===== src/rtl/pep_ks_result_unpack.sv =====
// pep_ks_result_unpack
// Serializes a key-switch result packet (one coefficient index, up to
// BATCH_PBS_NB LWE slots) into a stream of single coefficients. Only the
// slots between the read and write pointers are emitted, in pointer order.
// A running expected coefficient index flags out-of-order packets.
module pep_ks_result_unpack #(
   parameter int BATCH_PBS_NB = 8,
   parameter int PID_W        = 3,
   parameter int LWE_COEF_W   = 21,
   parameter int KS_CORR_W    = 8,
   parameter int LWE_K_P1     = 631,
   parameter int KS_LOOP_W    = 10
) (
   input  logic                               clk,
   input  logic                               s_rst,
   input  logic [KS_LOOP_W-1:0]               in_ks_loop,
   input  logic [PID_W:0]                     in_wp,
   input  logic [PID_W:0]                     in_rp,
   input  logic [BATCH_PBS_NB*LWE_COEF_W-1:0] in_lwe_a,
   input  logic [BATCH_PBS_NB*KS_CORR_W-1:0]  in_corr_a,
   input  logic                               in_vld,
   output logic                               in_rdy,
   output logic [PID_W-1:0]                   out_pid,
   output logic [KS_LOOP_W-1:0]               out_ks_loop,
   output logic [LWE_COEF_W-1:0]              out_lwe,
   output logic [KS_CORR_W-1:0]               out_corr,
   output logic                               out_body,
   output logic                               out_vld,
   input  logic                               out_rdy,
   output logic                               seq_err
);

   localparam logic [0:0] ST_IDLE  = 1'b0;
   localparam logic [0:0] ST_DRAIN = 1'b1;

   localparam logic [PID_W:0]     BATCH_NB_C  = (PID_W+1)'(BATCH_PBS_NB);
   localparam logic [PID_W:0]     ONE_C       = (PID_W+1)'(1);
   localparam logic [PID_W:0]     ZERO_C      = (PID_W+1)'(0);
   localparam logic [KS_LOOP_W-1:0] LAST_LOOP_C = KS_LOOP_W'(LWE_K_P1-1);
   localparam logic [KS_LOOP_W-1:0] LOOP_ONE_C  = KS_LOOP_W'(1);
   localparam logic [KS_LOOP_W-1:0] LOOP_ZERO_C = KS_LOOP_W'(0);

   // Control state
   logic [0:0]           state_r;
   logic                 out_vld_r;
   logic [KS_LOOP_W-1:0] exp_loop_r;
   logic                 seq_err_r;

   // Held packet
   logic [PID_W-1:0]      rp_r;
   logic [PID_W:0]        elt_nb_r;
   logic [PID_W:0]        slot_r;
   logic [LWE_COEF_W-1:0] lwe_hold_r  [BATCH_PBS_NB];
   logic [KS_CORR_W-1:0]  corr_hold_r [BATCH_PBS_NB];

   // Registered output coefficient
   logic [PID_W-1:0]      out_pid_r;
   logic [KS_LOOP_W-1:0]  out_ks_loop_r;
   logic [LWE_COEF_W-1:0] out_lwe_r;
   logic [KS_CORR_W-1:0]  out_corr_r;
   logic                  out_body_r;

   // Combinational helpers
   logic [PID_W:0]        diff_s;
   logic [PID_W:0]        in_elt_nb_s;
   logic [PID_W:0]        nxt_slot_s;
   logic [PID_W-1:0]      nxt_idx_s;
   logic                  last_s;
   logic                  out_hs_s;
   logic                  in_rdy_s;
   logic                  in_hs_s;

   // Number of valid slots in the incoming packet; an empty difference means a full packet
   always_comb begin
      diff_s = in_wp - in_rp;
      if (diff_s == ZERO_C) begin
         in_elt_nb_s = BATCH_NB_C;
      end else if (diff_s > BATCH_NB_C) begin
         in_elt_nb_s = BATCH_NB_C;
      end else begin
         in_elt_nb_s = diff_s;
      end
   end

   // Handshake decode; a new packet is taken while the last slot leaves, so there is no bubble
   always_comb begin
      nxt_slot_s = slot_r + ONE_C;
      nxt_idx_s  = nxt_slot_s[PID_W-1:0];
      last_s     = (slot_r == (elt_nb_r - ONE_C));
      out_hs_s   = out_vld_r & out_rdy;
      in_rdy_s   = ~s_rst & ((state_r == ST_IDLE) | (out_hs_s & last_s));
      in_hs_s    = in_vld & in_rdy_s;
   end

   // State, output valid and sequence tracking
   always_ff @(posedge clk) begin
      if (s_rst) begin
         state_r    <= ST_IDLE;
         out_vld_r  <= 1'b0;
         exp_loop_r <= LOOP_ZERO_C;
         seq_err_r  <= 1'b0;
      end else begin
         if (in_hs_s) begin
            state_r   <= ST_DRAIN;
            out_vld_r <= 1'b1;
            if (in_ks_loop != exp_loop_r) begin
               seq_err_r <= 1'b1;
            end
            if (exp_loop_r == LAST_LOOP_C) begin
               exp_loop_r <= LOOP_ZERO_C;
            end else begin
               exp_loop_r <= exp_loop_r + LOOP_ONE_C;
            end
         end else if (out_hs_s && last_s) begin
            state_r   <= ST_IDLE;
            out_vld_r <= 1'b0;
         end else begin
            state_r   <= state_r;
            out_vld_r <= out_vld_r;
         end
      end
   end

   // Packet hold and output coefficient registers; slot 0 is presented straight from the input
   always_ff @(posedge clk) begin
      if (in_hs_s) begin
         rp_r     <= in_rp[PID_W-1:0];
         elt_nb_r <= in_elt_nb_s;
         slot_r   <= ZERO_C;
         for (int j = 0; j < BATCH_PBS_NB; j++) begin
            lwe_hold_r[j]  <= in_lwe_a[j*LWE_COEF_W +: LWE_COEF_W];
            corr_hold_r[j] <= in_corr_a[j*KS_CORR_W +: KS_CORR_W];
         end
         out_pid_r     <= in_rp[PID_W-1:0];
         out_ks_loop_r <= in_ks_loop;
         out_lwe_r     <= in_lwe_a[LWE_COEF_W-1:0];
         out_corr_r    <= in_corr_a[KS_CORR_W-1:0];
         out_body_r    <= (in_ks_loop == LAST_LOOP_C);
      end else if (out_hs_s && !last_s) begin
         slot_r     <= nxt_slot_s;
         out_pid_r  <= rp_r + nxt_idx_s;
         out_lwe_r  <= lwe_hold_r[nxt_idx_s];
         out_corr_r <= corr_hold_r[nxt_idx_s];
      end
   end

   assign in_rdy      = in_rdy_s;
   assign out_vld     = out_vld_r;
   assign out_pid     = out_pid_r;
   assign out_ks_loop = out_ks_loop_r;
   assign out_lwe     = out_lwe_r;
   assign out_corr    = out_corr_r;
   assign out_body    = out_body_r;
   assign seq_err     = seq_err_r;

endmodule


===== config.mk =====
export PLATFORM = sky130hd
export DESIGN_NAME = pep_ks_result_unpack
export DESIGN_NICKNAME = d
export VERILOG_FILES = /design/src/rtl/pep_ks_result_unpack.sv
export SDC_FILE = /design/constraint.sdc
export NUM_CORES = 1
export LEC_CHECK = 0
export BUFFER_PORTS_ARGS = -buffer_cell sky130_fd_sc_hd__buf_2
export CORE_ASPECT_RATIO = 2
export CORE_MARGIN = 2
export CORE_UTILIZATION = 46
export DETAILED_ROUTE_END_ITERATION = 6
export PLACE_DENSITY = 0.81
export SETUP_SLACK_MARGIN = 0.4
export SLEW_MARGIN = 0
export SYNTH_ARGS = -nofsm -noshare
export SYNTH_HDL_FRONTEND = slang
export SYNTH_SLANG_ARGS = --single-unit

===== constraint.sdc =====
create_clock -name clk -period 9.41 [get_ports clk]
set_input_delay 0.4705 -clock clk [delete_from_list [all_inputs] [get_ports clk]]
set_output_delay 0.4705 -clock clk [all_outputs]
set_load 0.03 [all_outputs]

==> flow_summary.yaml <==
run_status:
  status: "finished, final reports clean"
sta:
  finClkSkew_ns: 0.0114
  relSlewSlack_pct: 30.1
  fin_ws_ns: 5.80
  fin_crit_sh_pct: 38.3
  finalHoldWorstSlack_ns: 0.104
  max_freq_ghz: 0.277
  hold_viol_final: 0
  rsz0062_at_grt: "no"
  drv_slew: 0
  setup_viol: 0
  setup-tns-final_ns: 0
  fin_crit_ns: 3.61
  worstMarginPinSlew_ns: 1.05
cts:
  clk_pin_slew_ns: 0.07
  cts.sinks: 298
  cts_buffers: 27
  clkLatencyLatePin_ns: 0.54
  h-tree-depth: 1
  cts-root-buf: "clkbuf_16"
  clock_path_buffers: 3
  tritoncts: "yes"
  cts_resized: 0
  postCtsSetupRepairBufs: 0
  hold_buffers: 0
critical_path:
  crit_chain: "inv_1 > ha_1 > xnor3_1 > and3_4 > a31oi_4 > inv_8 > buf_4 > o21ai_0"
  arrival_ns: 3.85
  cp_top_family: "buffers and inverters"
  crit_path_max_fanout: 151
  crit_required_ns: 9.65
  regToRegSetupSlack_ns: 5.80
  cp-end-kind: "flop"
  cp-start-kind: "flop"
  path_buf_inv: 3
  crit_slowest_cell: "buf_4"
  criticalPathCategory: "reg2reg"
  cpPeakStageDelay_ns: 0.89
power_and_ir_drop:
  irDropWorstVdd_mv: 0.201
  power.leakage_uw: 0.00533
  power.density_mw_per_mm2: 258
detailed_routing:
  num_vias: 6593
  drt-total-wl_um: 25400
  wire_per_inst_um: 19.9
  viasPerCell: 5.17
  dr.pass1.iters: 5
  drc_errors: 0
  drt_iter0_markers: 344
  ant_nets: 0
placement:
  routabilityCongestion: 0.841
  dp_slack_ns: 5.73
  portBuffers: 299
  dp_hpwl_um: 17600
worst_hold_path:
  min_path_type: "in2reg"
final_layout:
  final_util_pct: 58.0
  drive_gt1_share_pct: 45.4
  syn_to_final_growth_pct: 23.6
  nNetsFinal: 1175
synth:
  synth_top_area_share_pct: 71.8
  seq_area_frac_synth_pct: 74.5
  synth_seq_cells: 298
  yosys_warnings: 0
  async_flop_share_pct: 0
  synth_nets: 871
  synthFlopType: "edfxtp_1"
  yosys-top-cells-area: "edfxtp_1 (72%), mux4_2 (11%), dfxtp_1 (2.7%)"
  netlist_area_sq_mm: 0.0118
  syn_avg_cell_area_sq_um: 19.4
  synth.distinct_cells: 50
  syn_inst: 607
  synth_edf_count: 282
  synth_top_cell_by_area: "edfxtp_1"
global_routing:
  overflow: 0
  antenna_found_initial: 10
  grt_max_degree: 152
  grtUsageTotal_pct: 18.7
  grt_pass1_wl_um: 37500
  grt_pass1_vias: 7244
floorplan:
  dieArea_sq_mm: 0.0270
  start_util_pct: 46.9
  dieHeight_um: 230
  ios: 300
  core_sq_mm: 0.0251
  row_count: 82
  die_w_um: 117
flow_run:
  maxCapViolations: 0
[logic make-up (layout without fill, tap and decap cells)]
logic type | count (synthesis) | in the layout | synth area share [%]
compound gates | 59 | 59 | 3.32
xor+xnor | 25 | 25 | 1.97
fa+ha+maj | 10 | 10 | 1.19
buf+inv | 40 | 363 | 1.64
flops | 298 | 298 | 74.5
mux | 88 | 88 | 13.6
other cells | 0 | 9 | 0
simple gates | 87 | 87 | 3.75
[synth_stat cells, types with 2 or more instances]
| cell type | instances |
|---|---|
| edfxtp_1 | 282 |
| mux4_2 | 58 |
| nand2_1 | 41 |
| o21ai_0 | 32 |
| mux2i_1 | 30 |
| dfxtp_1 | 16 |
| nor2_1 | 14 |
| xor2_1 | 14 |
| buf_2 | 13 |
| inv_1 | 10 |
| xnor2_1 | 10 |
| clkbuf_1 | 9 |
| ha_1 | 8 |
| nand3_1 | 5 |
| nand4_1 | 5 |
| a21oi_1 | 4 |
| a311oi_1 | 4 |
| and3_1 | 3 |
| o21ba_1 | 3 |
| a21o_1 | 2 |
| a31oi_1 | 2 |
| and2_1 | 2 |
| and2b_1 | 2 |
| and3_2 | 2 |
| buf_6 | 2 |
| clkbuf_2 | 2 |
| fa_1 | 2 |
| nor4_1 | 2 |
| nor4_2 | 2 |
| nor4bb_1 | 2 |
| o211ai_1 | 2 |
| o22ai_1 | 2 |
| o31ai_1 | 2 |
| or3_2 | 2 |
[state kept, by name, summed over array words and instances, names as in the netlist]
register,count
exp_loop_r,10
rp_r,3
out_corr,8
corr_hold_r,64
out_pid,3
out_vld,1
lwe_hold_r,168
elt_nb_r,4
out_ks_loop,10
seq_err,1
out_body,1
out_lwe,21
slot_r,4
[stage by stage]
step	power, uW	instances	cell area (sq um)
after floorplan	2400	607	11800
after global placement	2630	1218	13600
after detailed placement	2660	1218	13600
after CTS	3810	1266	14600
after global routing	3930	1275	14600
final	3760	1275	14600
[cells in the final DEF (no fill, tap or decap), types with 4 or more instances in the layout]
| cell type | netlist | routed |
|---|---|---|
| clkbuf_16 | 0 | 27 |
| o21ai_0 | 32 | 32 |
| xnor2_1 | 10 | 10 |
| xor2_1 | 14 | 13 |
| mux4_2 | 58 | 58 |
| buf_2 | 13 | 299 |
| diode_2 | 0 | 9 |
| nand4_1 | 5 | 5 |
| mux2i_1 | 30 | 30 |
| bufinv_16 | 0 | 5 |
| edfxtp_1 | 282 | 282 |
| nand2_1 | 41 | 40 |
| a311oi_1 | 4 | 4 |
| ha_1 | 8 | 7 |
| nor2_1 | 14 | 14 |
| dfxtp_1 | 16 | 15 |
| buf_4 | 1 | 5 |
| clkinv_1 | 0 | 5 |
| a21oi_1 | 4 | 4 |
| nand3_1 | 5 | 5 |
| inv_1 | 10 | 10 |
[path summary, 6_finish.rpt]
path                      start                 to  cells after the start
hold reg to reg         seq_err            seq_err                      2
hold / removal    in_corr_a[42]  corr_hold_r[5][2]                      1
setup / recovery    elt_nb_r[0]        out_corr[5]                      8
setup reg to reg    elt_nb_r[0]        out_corr[5]                      8
[layout make-up]
cell class	count	area (sq um)
tap	336	420
inverter	11	48.8
clock inverter	20	244
antenna	9	22.5
clock buffer	28	679
sequential	298	8790
timing repair buffer	304	1530
multi-input combinational	269	2840
fill	1880	10600
[report_power, final]
part / switching (uW) / internal [uW]
Sequential: 61.5 / 1610
Combinational: 505 / 443
Clock: 479 / 666
Total: 1050 / 2720
[metal layers]
| layer | routed length (um) | global-route usage [%] | vias up |
|---|---|---|---|
| met5 | 13 | 0 | - |
| met4 | 1140 | 9.19 | 2 |
| met3 | 1500 | 3.36 | 62 |
| met2 | 14500 | 35.4 | 270 |
| met1 | 8290 | 18.9 | 3211 |
| li1 | - | - | 3048 |
Note: power is estimated with default switching activity, not from simulation.
